**src/rtl/pipeline_stall_ctrl_pkg.sv**
```systemverilog
// ============================================================================
//  Package : pipeline_ctrl_defs
//  Shared state encoding for the pipeline stall/flush controller.
//  Revision: 1.0
// ============================================================================
`default_nettype none

package pipeline_ctrl_defs;

    typedef enum logic [0:0] {
        ST_RUN     = 1'b0,
        ST_MD_WAIT = 1'b1
    } ctrlState_t;

    // Latch-control bundle: enables, nop injections, multdiv handshake.
    typedef struct packed {
        logic pcEn;
        logic fdEn;
        logic dxEn;
        logic xmEn;
        logic mwEn;
        logic fdFlush;
        logic dxBubble;
        logic xmBubble;
        logic mdStart;
        logic mdBusy;
    } ctrlOut_t;

    localparam ctrlOut_t c_CTRL_RUN = '{
        pcEn: 1'b1, fdEn: 1'b1, dxEn: 1'b1, xmEn: 1'b1, mwEn: 1'b1,
        fdFlush: 1'b0, dxBubble: 1'b0, xmBubble: 1'b0,
        mdStart: 1'b0, mdBusy: 1'b0
    };

    localparam ctrlOut_t c_CTRL_RESET = '{
        pcEn: 1'b0, fdEn: 1'b0, dxEn: 1'b0, xmEn: 1'b0, mwEn: 1'b0,
        fdFlush: 1'b1, dxBubble: 1'b1, xmBubble: 1'b1,
        mdStart: 1'b0, mdBusy: 1'b0
    };

endpackage : pipeline_ctrl_defs

`default_nettype wire

```
**src/rtl/pipeline_stall_ctrl_sat_counter.sv**
```systemverilog
// ============================================================================
//  Module  : sat_counter
//  Up-counter that holds at all-ones instead of wrapping; clr has priority.
//  Revision: 1.0
// ============================================================================
`default_nettype none

module sat_counter #(
    parameter int WIDTH = 16
) (
    input  logic             clk,
    input  logic             clr,
    input  logic             inc,
    output logic [WIDTH-1:0] count
);

    logic [WIDTH-1:0] r_count;

    always_ff @(posedge clk) begin
        if (clr) begin
            r_count <= '0;
        end else if (inc && (r_count != '1)) begin
            r_count <= r_count + 1'b1;
        end
    end

    assign count = r_count;

endmodule : sat_counter

`default_nettype wire

```
**src/rtl/pipeline_stall_ctrl.sv**
```systemverilog
// ============================================================================
//  Module  : pipeline_stall_ctrl
//  Stall/flush/bubble control for a 5-stage pipeline with a multicycle multdiv.
//  Revision: 1.0
// ============================================================================
`default_nettype none

module pipeline_stall_ctrl
    import pipeline_ctrl_defs::*;
#(
    parameter int CNT_W      = 16,
    parameter int MD_TIMEOUT = 63
) (
    input  logic             clock,
    input  logic             reset,
    input  logic             load_use_stall,
    input  logic             branch_taken_dx,
    input  logic             md_op_dx,
    input  logic             md_ready,
    input  logic             md_exception,
    output logic             pc_en,
    output logic             fd_en,
    output logic             dx_en,
    output logic             xm_en,
    output logic             mw_en,
    output logic             fd_flush,
    output logic             dx_bubble,
    output logic             xm_bubble,
    output logic             md_start,
    output logic             md_busy,
    output logic             md_timeout,
    output logic [CNT_W-1:0] stall_count,
    output logic [CNT_W-1:0] flush_count
);

    localparam int                  c_WAIT_W     = $clog2(MD_TIMEOUT + 1);
    localparam logic [c_WAIT_W-1:0] c_WAIT_LIMIT = c_WAIT_W'(MD_TIMEOUT);

    ctrlState_t          r_state;
    ctrlState_t          w_stateNext;
    logic [c_WAIT_W-1:0] r_waitCnt;
    logic                r_mdTimeout;
    logic                w_timeoutHit;
    logic                w_release;
    ctrlOut_t            w_ctrl;
    logic                w_unusedExc;

    // Exceptions ride along with the result in the datapath; control ignores them.
    assign w_unusedExc = md_exception;

    assign w_timeoutHit = (r_state == ST_MD_WAIT) && !md_ready && (r_waitCnt == c_WAIT_LIMIT);
    assign w_release    = md_ready || w_timeoutHit;

    always_comb begin
        w_ctrl      = c_CTRL_RUN;
        w_stateNext = r_state;
        if (reset) begin
            w_ctrl      = c_CTRL_RESET;
            w_stateNext = ST_RUN;
        end else begin
            case (r_state)
                ST_RUN: begin
                    if (branch_taken_dx) begin
                        w_ctrl.fdFlush  = 1'b1;
                        w_ctrl.dxBubble = 1'b1;
                    end else if (md_op_dx) begin
                        w_ctrl.mdStart  = 1'b1;
                        w_ctrl.pcEn     = 1'b0;
                        w_ctrl.fdEn     = 1'b0;
                        w_ctrl.dxEn     = 1'b0;
                        w_ctrl.xmBubble = 1'b1;
                        w_stateNext     = ST_MD_WAIT;
                    end else if (load_use_stall) begin
                        w_ctrl.pcEn     = 1'b0;
                        w_ctrl.fdEn     = 1'b0;
                        w_ctrl.dxBubble = 1'b1;
                    end
                end
                ST_MD_WAIT: begin
                    w_ctrl.mdBusy = 1'b1;
                    if (w_release) begin
                        w_stateNext = ST_RUN;
                    end else begin
                        w_ctrl.pcEn     = 1'b0;
                        w_ctrl.fdEn     = 1'b0;
                        w_ctrl.dxEn     = 1'b0;
                        w_ctrl.xmBubble = 1'b1;
                    end
                end
                default: begin
                    w_stateNext = ST_RUN;
                end
            endcase
        end
    end

    // Wait counter is held at zero throughout RUN so every MD_WAIT entry starts fresh.
    always_ff @(posedge clock) begin
        if (reset) begin
            r_state     <= ST_RUN;
            r_waitCnt   <= '0;
            r_mdTimeout <= 1'b0;
        end else begin
            r_state <= w_stateNext;
            if (r_state == ST_RUN) begin
                r_waitCnt <= '0;
            end else if (!w_release) begin
                r_waitCnt <= r_waitCnt + 1'b1;
            end
            if (w_timeoutHit) begin
                r_mdTimeout <= 1'b1;
            end
        end
    end

    assign pc_en      = w_ctrl.pcEn;
    assign fd_en      = w_ctrl.fdEn;
    assign dx_en      = w_ctrl.dxEn;
    assign xm_en      = w_ctrl.xmEn;
    assign mw_en      = w_ctrl.mwEn;
    assign fd_flush   = w_ctrl.fdFlush;
    assign dx_bubble  = w_ctrl.dxBubble;
    assign xm_bubble  = w_ctrl.xmBubble;
    assign md_start   = w_ctrl.mdStart;
    assign md_busy    = w_ctrl.mdBusy;
    assign md_timeout = r_mdTimeout | (w_timeoutHit & ~reset);

    sat_counter #(
        .WIDTH (CNT_W)
    ) u_stallCnt (
        .clk   (clock),
        .clr   (reset),
        .inc   (~w_ctrl.pcEn),
        .count (stall_count)
    );

    sat_counter #(
        .WIDTH (CNT_W)
    ) u_flushCnt (
        .clk   (clock),
        .clr   (reset),
        .inc   (w_ctrl.fdFlush),
        .count (flush_count)
    );

endmodule : pipeline_stall_ctrl

`default_nettype wire

```
**config.mk**
```make
export PLATFORM = sky130hd
export DESIGN_NAME = pipeline_stall_ctrl
export DESIGN_NICKNAME = d
export VERILOG_FILES = /design/src/rtl/pipeline_stall_ctrl_pkg.sv /design/src/rtl/pipeline_stall_ctrl_sat_counter.sv /design/src/rtl/pipeline_stall_ctrl.sv
export SDC_FILE = /design/constraint.sdc
export NUM_CORES = 1
export LEC_CHECK = 0
export CORE_MARGIN = 1.5
export CORE_UTILIZATION = 33
export DETAILED_ROUTE_END_ITERATION = 6
export GPL_TIMING_DRIVEN = 0
export HOLD_SLACK_MARGIN = 0.03
export SETUP_SLACK_MARGIN = 0.4
export SYNTH_ARGS = -nofsm -noshare
export SYNTH_HDL_FRONTEND = slang
export SYNTH_HIERARCHICAL = 1
export SYNTH_SLANG_ARGS = --single-unit
```
**constraint.sdc**
```tcl
create_clock -name clock -period 7.1 [get_ports clock]
set_input_delay 1.065 -clock clock [delete_from_list [all_inputs] [get_ports clock]]
set_output_delay 1.065 -clock clock [all_outputs]
set_load 0.02 [all_outputs]
```
==> results.md, run 1 <==
* Max H-tree Level at 2
* Share of cells above drive strength 1 at 7.28%
* Pin count of the biggest net entering global routing at 12
* Period utilization at around 62%
* Post-synth EDFFs at 0
* Pwr Density at 150 nW/µm²
* CTS Buf Count at 5
* 1st-iter DRT viols at 51
* Root buf cell: clkbuf_8
* PortBufs at 47
* Most common cell after layout, fill and taps aside: clkdlybuf4s50_1
* Crit path from: md_ready
* Net switching power at 110 µW
* Flop-to-flop setup slack at 4510 ps
* Die width at 84.5 µm
* Cell count after synthesis at approximately 260
* Final ANT Viol Nets at 0
* Remaining global-route overflow at 0
* FF-to-FF path depth at 8
* Min-delay worst type: flop to flop
* Slew Limit Fails at 0
* Seq pwr share at 54.6%
* Vias in the first global route at 2,032
* Final setup margin at 2700 ps
* Post-Route Utilization at 44.4%
* GRT Overall Usage at between 10% and 20%
* Max Freq at 227 MHz
* CTS tree: done
* Unrepaired setup endpoints after global routing: no
* Crit path kind: input pin to output port
* Reported max-cap violation count at 0
* Initial antenna violation count at 0
* Register area share after synthesis at approximately 37%
* Critical Path End: pc_en
* DR DRC count at 0
* Avg WL per Cell at 13.8 µm
* Leakage at 0.939 nW
* Reg clk slew, reported paths at 70 ps
* Core area at 6390 µm²
* Cell internal pwr at roughly 310 µW
* Clock latency on the worst-skew pair at 290 ps
* Final Hold Viols at 0
* Post-CTS Setup Inserts at 0
* ANT cells at 0
* Tmin final at roughly 4400 ps
* Placement Rows at 29
* Number of vias per cell at 5.51
* Final-report setup violation count at 0
* # IOs at 50
* Clock buffer depth at 2
* Netlist cell types at 45
* WP data required at between 6000 and 7000 ps
* Cell Chain, Critical Path: clkdlybuf4s50_1 > and4b_1 > buf_2 > a21oi_1 > a211oi_1 > buf_4 > clkdlybuf4s50_1
* Status: completed
* Async set or reset register ratio after synthesis at 0%
* Peak VDD IR at 0.0000710 V
* Syn nets at ~270
* Starting Density at 34.3%
* Critical path's largest stage delay at 630 ps
* Die ar. at 7130 µm²
* Warnings from Yosys at 6
* Max Fanout on Critical Path at 8
* Routed Wire Length at about 5400 µm
* Vias at 2,167
* Most frequent CP cell: clkdlybuf4s50_1
* Worst R2R End: u_stallCnt/count[13]$_SDFFE_PP0P_
* Dpl ws at 2700 ps
* Flops & latches, synth at 40
* Clock skew at 4.14 ps
* CTS resizes at 0
* Hold path start: r_mdTimeout$_SDFFE_PP0P_
* First-pass GRT wire length at 9310 µm
* Comb pwr share at 10.7%
* First-pass DRT Iterations at 4
* Most used DFF post-synth: dfxtp_1
* Synthesized area per cell at 8.36 µm²
* Crit start category: input pin
* Netlist area before placement at between 2000 and 2500 µm²
* Critical path arrival at 3330 ps
* Max-Slew Margin vs Limit at between 40% and 50%
* Fin nets at between 300 and 400
* CTS Hold Bufs at 0
* Sw Ratio at between 20 and 30%
* Setup TNS at 0 ps
* Die H at roughly 84 µm
* DPL Wire Length at 3840 µm
* Placer Congestion at around 0.8
* Critical Path End Type: output port
* Highest-count cells in the layout ignoring fill and taps: clkdlybuf4s50_1 (47), dfxtp_1 (40), a21oi_1 (25)
* Actual slew at the worst max-slew pin at 783 ps
* FF-to-FF Start: r_waitCnt[0]$_SDFFE_PN0P_
* Slowest cell on crit path: clkdlybuf4s50_1
* P&R area growth vs syn at 29.4%
* CTS sink cnt at 40
* Clock Power Share at 34.7%
-- critical path: cells and delay by family --
family,cells,cell delay (ps)
buf+inv,4,1470
compound gates,2,580
simple gates,1,230
-- routing by layer --
metal	vias up	track usage [%]	part of all wire (%)
li1	1100	-	-
met2	47	25.5	44
met5	-	0	0
met3	10	3.05	4.2
met1	1010	20.6	49
met4	0	6.89	2.0
-- synth_stat cells, types with 9 or more instances --
library cell,count,area (µm²)
nand3_1,14,70.1
or4_1,14,105
nor3_1,9,45.0
a21oi_1,25,125
o21ai_0,12,60.1
dfxtp_1,40,801
inv_1,10,37.5
o31ai_1,12,90.1
nand2_1,23,86.3
nor2_1,15,56.3
-- worst min-delay path by stage --
stage                     depth (start not counted)                        end  slack (ps)
after floorplan                                   2   r_mdTimeout$_SDFFE_PP0P_         430
after global placement                            2   r_mdTimeout$_SDFFE_PP0P_         450
after detailed placement                          2   r_mdTimeout$_SDFFE_PP0P_         460
after CTS                                         2   r_mdTimeout$_SDFFE_PP0P_         480
after global routing                              2  r_waitCnt[5]$_SDFFE_PN0P_         510
final                                             2   r_mdTimeout$_SDFFE_PP0P_         470
-- registers in the layout, summed over array words and instances, names as in the netlist --
signal / cells
r_mdTimeout: 1
u_flushCnt/count: 16
r_waitCnt: 6
r_state: 1
u_stallCnt/count: 16
-- power groups by stage --
stage	registers (mW)	logic [mW]	clock network (mW)
global route	0.233	0.0497	0.163
detailed placement	0.237	0.0454	0
finish	0.232	0.0453	0.147
CTS	0.232	0.0456	0.155
floorplan	0.240	0.0224	0
global placement	0.237	0.0448	0
-- final cells by class --
cell class                 instances  area, µm²
timing repair buffer              47        470
clock buffer                       6       72.6
clock inverter                     1       5.00
fill                             631       3550
multi-input combinational        199       1290
tap                               77       96.3
buffer                            12       56.3
inverter                          11       41.3
sequential                        40        801
-- cell families after synthesis --
kind of cell,after synthesis,synth area share (%)
AND/OR/NAND/NOR,120,33.7
XOR/XNOR,4,1.60
buffers and inverters,23,4.46
multiplexers,7,3.31
AO/OA/AOI/OAI,65,18.7
flip-flops,40,36.6
adder cells (fa/ha/maj),3,1.71
-- through the flow --
| stage | instances | hold slack (ps) | power (mW) | cell area, µm² |
|---|---|---|---|---|
| after global placement | 386 | 451 | 0.282 | 2760 |
| after CTS | 393 | 479 | 0.433 | 2830 |
| after detailed placement | 386 | 459 | 0.283 | 2760 |
| after global routing | 393 | 506 | 0.446 | 2830 |
| final | 393 | 469 | 0.425 | 2830 |
| after floorplan | 262 | 431 | 0.262 | 2190 |
(Power assumes the default switching activity.)
==> run 2, diff against run 1 <==
- clock period: 7.1 -> 3.75 ns (I/O delays scaled with it)
==> run 2 against run 1 <==
Die area unchanged. Register-to-register slack worse by 3200 ps. Critical endpoint is now fd_flush. Count of clock-buffer cells in the layout unchanged. Critical path type unchanged. Non-clock buffer count unchanged. Cell area up 0.40%. Largest power group unchanged. Combinational power up 91%. Largest cell class unchanged.
==> results.md, run 2 (synthesis gave the netlist of run 1 again) <==
* Placement Rows at 29
* Tmin final at 3010 ps
* Max Freq at 332 MHz
* Max Fanout on Critical Path at 8
* Avg WL per Cell at 13.8 µm
* # IOs at 50
* Worst R2R End: u_stallCnt/count[13]$_SDFFE_PP0P_
* Remaining global-route overflow at 0
* DR DRC count at 0
* Critical path arrival at 2450 ps
* Die H at 84.5 µm
* Unrepaired setup endpoints after global routing: no
* Final-report setup violation count at 0
* Max H-tree Level at 2
* Crit start category: input pin
* Routed Wire Length at 5410 µm
* Clock latency on the worst-skew pair at 290 ps
* PortBufs at 47
* Period utilization at 80.4%
* Leakage at 0.949 nW
* Initial antenna violation count at 0
* 1st-iter DRT viols at 51
* Hold depth at 2
* Final Hold Viols at 0
* Final ANT Viol Nets at 0
* CTS tree: done
* Slew Limit Fails at 0
* Core area at between 6000 and 7000 µm²
* Tot Pwr at 805 µW
* Starting Density at around a third
* DPL Wire Length at 3840 µm
* Peak VDD IR at about 0.00013 V
* FF-to-FF path depth at 8
* Pwr Density at around 280 nW/µm²
* First-pass GRT wire length at 9340 µm
* Clock skew at 3.93 ps
* ANT cells at 0
* Vias in the first global route at 2,048
* Die ar. at between 7000 and 8000 µm²
* CTS Hold Bufs at 0
* Flop-to-flop setup slack at 1290 ps
* Status: completed
* Die width at about 84 µm
* Vias at 2,174
* CTS Buf Count at 5
* P&R area growth vs syn at 29.9%
* Hold Path End: r_mdTimeout$_SDFFE_PP0P_
* GRT Overall Usage at 15.8%
* Share of cells above drive strength 1 at 7.91%
* Most common cell after layout, fill and taps aside: clkdlybuf4s50_1
* Fin nets at around 330
* Placer Congestion at 0.811
* Max-Slew Margin vs Limit at 48.3%
* Actual slew at the worst max-slew pin at between 700 and 800 ps
* Reported max-cap violation count at 0
* WP data required at 3190 ps
* Setup TNS at 0 ps
* Clock buffer depth at 2
* Highest-count cells in the layout ignoring fill and taps: clkdlybuf4s50_1 (46), dfxtp_1 (40), a21oi_1 (24)
* Crit path kind: input pin to output port
* Min-delay worst type: flop to flop
* Critical Path End Type: output port
* CTS sink cnt at 40
* Reg clk slew, reported paths at 70 ps
* Pin count of the biggest net entering global routing at 12
* Post-CTS Setup Inserts at 0
* FF-to-FF Start: r_waitCnt[0]$_SDFFE_PN0P_
* Number of vias per cell at between 5 and 6
* First-pass DRT Iterations at 4
* Root buf cell: clkbuf_8
* Hold path start: r_mdTimeout$_SDFFE_PP0P_
## run 2: timing repair
item | CTS | global route
setup endpoints to repair | 1 | 1
pin swaps | 0 | 0
hold endpoints to repair | 0 | 0
gates resized for setup | 2 | 1
## run 2: area by class of cell
class,count,area (µm²)
tap,77,96.3
clock inverter,1,5.00
buffer,12,56.3
fill,631,3540
timing repair buffer,47,473
clock buffer,6,72.6
multi-input combinational,199,1300
inverter,11,41.3
sequential,40,801
## run 2: worst max-delay path by stage
stage / from / to / slack [ps] / cells after the start
after detailed placement: md_ready / pc_en / 350 / 7
after global routing: branch_taken_dx / fd_flush / 570 / 4
after global placement: md_ready / pc_en / 360 / 7
after floorplan: md_ready / pc_en / 1200 / 5
after CTS: md_ready / pc_en / 480 / 7
final: branch_taken_dx / fd_flush / 740 / 4
## run 2: where the power goes
part / internal [mW] / total, mW / switching [mW] / leakage, nW
Clock: 0.127 / 0.280 / 0.153 / 0.0410
Sequential: 0.431 / 0.439 / 0.00884 / 0.323
Combinational: 0.0388 / 0.0864 / 0.0476 / 0.584
## run 2: worst max-delay path: stages
cell             delay, ps
clkdlybuf4s50_1        510
inv_1                   40
o21ai_0                600
clkdlybuf4s50_1        740
## run 2: per-layer routing
metal	share of wire [%]	GRT usage (%)	routed length, µm	vias up
li1	-	-	-	1103
met1	49	20.7	2660	1014
met3	4.5	3.05	244	10
met2	44	25.5	2390	47
met5	0	0	0	-
met4	2.0	6.89	110	0
## run 2: metrics by stage
step                      instances  instance area [µm²]  hold slack [ps]  util [%]  worst slack [ps]
after floorplan                 262                 2190              431         -              1200
after global placement          386                 2760              451      43.2               360
after detailed placement        386                 2760              459      43.2               353
after CTS                       393                 2840              479      44.5               481
after global routing            393                 2850              506      44.6               568
final                           393                 2850              469      44.6               736
==> run 3, diff against run 2 <==
- clock period: 3.75 -> 2.52 ns (I/O delays scaled with it)
==> run 3 against run 2 <==
Worst hold slack worse by 90 ps. Largest cell class unchanged. Count of clock-buffer cells in the layout increased by 2. Critical path depth rose by 3. Die area did not move. Clock skew is 1.3 ps higher. First-iteration DRC count rose by 75%. Worst setup slack lost 280 ps. Register-to-register slack worse by 800 ps. Highest routed layer unchanged. Global-route usage down 0.82 points. Power up 51%. Final cell count rose by 0.76%. Flip-flop and latch count unchanged.
==> results.md, run 3 (synthesis gave the netlist of run 1 again) <==
* Post-layout instance area at ~2900 µm²
* DR DRC count at 0
* Critical Path End Type: output port
* Die width at 84.5 µm
* Min-delay worst type: input pin to flop
* First-pass GRT wire length at 8830 µm
* Critical path's largest stage delay at between 200 and 300 ps
* CTS sink cnt at 40
* Clock buffer depth at 2
* Max Freq at 484 MHz
* Pin count of the biggest net entering global routing at 12
* PortBufs at 47
* Final ANT Viol Nets at 0
* Clock latency on the worst-skew pair at 280 ps
* Die ar. at 7130 µm²
* Number of vias per cell at 5.45
* Slew Limit Fails at 0
* Avg WL per Cell at between 10 and 15 µm
* FF-to-FF Start: r_waitCnt[0]$_SDFFE_PN0P_
* Max-Slew Margin vs Limit at between 50% and 60%
* Period utilization at 82.0%
* # IOs at 50
* Crit path from: md_ready
* Crit start category: input pin
* Crit path kind: input pin to output port
* Final-report setup violation count at 0
* Tmin final at 2070 ps
* Die H at 84.5 µm
* Placer Congestion at 0.796
* Core area at between 6000 and 7000 µm²
* Peak VDD IR at roughly 0.00032 V
* Most common cell after layout, fill and taps aside: dfxtp_1
* Vias in the first global route at 1,899
* Reg clk slew, reported paths at around 70 ps
* Initial antenna violation count at 0
* Max Fanout on Critical Path at 8
* Actual slew at the worst max-slew pin at 627 ps
* Placed Area at 2770 µm²
* 1st-iter DRT viols at 89
* Final Hold Viols at 0
* Starting Density at 34.3%
* Share of cells above drive strength 1 at 11.9%
* Max H-tree Level at 2
* P&R area growth vs syn at 32.2%
* Remaining global-route overflow at 0
* CTS tree: done
* CTS Hold Bufs at 0
* Root buf cell: clkbuf_8
* First-pass DRT Iterations at 4
* WP data required at approximately 2100 ps
* Routed Wire Length at 5370 µm
* ANT cells at 0
* Slowest cell on crit path: clkdlybuf4s18_2
* Clock skew at 5.27 ps
* Hold path start: reset
* Cell Chain, Critical Path: clkdlybuf4s18_2 > and4b_1 > buf_2 > a21oi_4 > a211oi_2 > buf_4 > clkbuf_2
* Status: completed
* CTS Buf Count at 5
* Pwr Density at 420 nW/µm²
* Leakage at between 0.9 and 1 nW
* Reported max-cap violation count at 0
* Placement Rows at 29
* Vias at 2,158
* Tot Pwr at 1.21 mW
* Critical path arrival at approximately 1700 ps
* GRT Overall Usage at between 10% and 20%
* DPL Wire Length at 3890 µm
* Post-Route Utilization at 45.3%
* Highest-count cells in the layout ignoring fill and taps: dfxtp_1 (38), clkdlybuf4s50_1 (37), a21oi_1 (24)
* Fin nets at 328
* # fillers at 649
* Unrepaired setup endpoints after global routing: yes
## run 3: cell count changes in the layout (fill, tap and decap cells not counted), moves of 2 or more
cell,change
clkdlybuf4s50_1,-9
dlygate4sd2_1,+4
buf_4,+3
clkbuf_2,+2
clkdlybuf4s15_1,+2
dfxtp_1,-2
dfxtp_2,+2
## run 3: through the flow
step           cells  hold slack (ps)  setup slack, ps  TNS (ps)
2_1_floorplan    262              431              392         0
3_3_place_gp     386              446             -454     -4920
3_5_place_dp     386              455             -469     -4780
4_1_cts          395              438              215         0
5_1_grt          396              386              337         0
6_report         396              378              453         0
## run 3: worst max-delay path, delay by kind of cell
family                 cells  cell delay (ps)
AND/OR/NAND/NOR            1              260
AO/OA/AOI/OAI              2              310
buffers and inverters      4              730
## run 3: what timing repair did
item	4_1_cts	5_1_grt
buffers inserted	1	1
setup endpoints to repair	23	20
pin swaps	1	4
gates resized for setup	21	12
## run 3: path summary, 6_finish.rpt
path                                                         end  slack (ps)  depth (start not counted)
worst min-delay path                    r_mdTimeout$_SDFFE_PP0P_         380                          2
worst min register to register          r_mdTimeout$_SDFFE_PP0P_         460                          2
worst max-delay path                                       pc_en         450                          7
worst max register to register  u_stallCnt/count[7]$_SDFFE_PP0P_         490                          8
## run 3: power breakdown
group          switching [mW]  total [mW]  internal (mW)
Combinational          0.0722       0.128         0.0563
Sequential             0.0142       0.656          0.641
Clock                   0.207       0.431          0.223
Total                   0.294        1.21          0.921
## run 3: layout make-up
cell class | instances | area, µm² | share of cell area [%]
Buffer | 12 | 61.3 | 2.12
Clock buffer | 8 | 90.1 | 3.11
Inverter | 11 | 41.3 | 1.43
Sequential cell | 40 | 803 | 27.8
Timing Repair Buffer | 49 | 473 | 16.3
Tap cell | 77 | 96.3 | 3.33
Multi-Input combinational cell | 199 | 1330 | 45.9
## run 3: routing by layer
layer / part of all wire, % / GRT usage, %
met5: 0 / 0
met4: 0.67 / 4.11
met2: 47 / 25.4
met3: 4.7 / 2.95
met1: 47 / 19.6
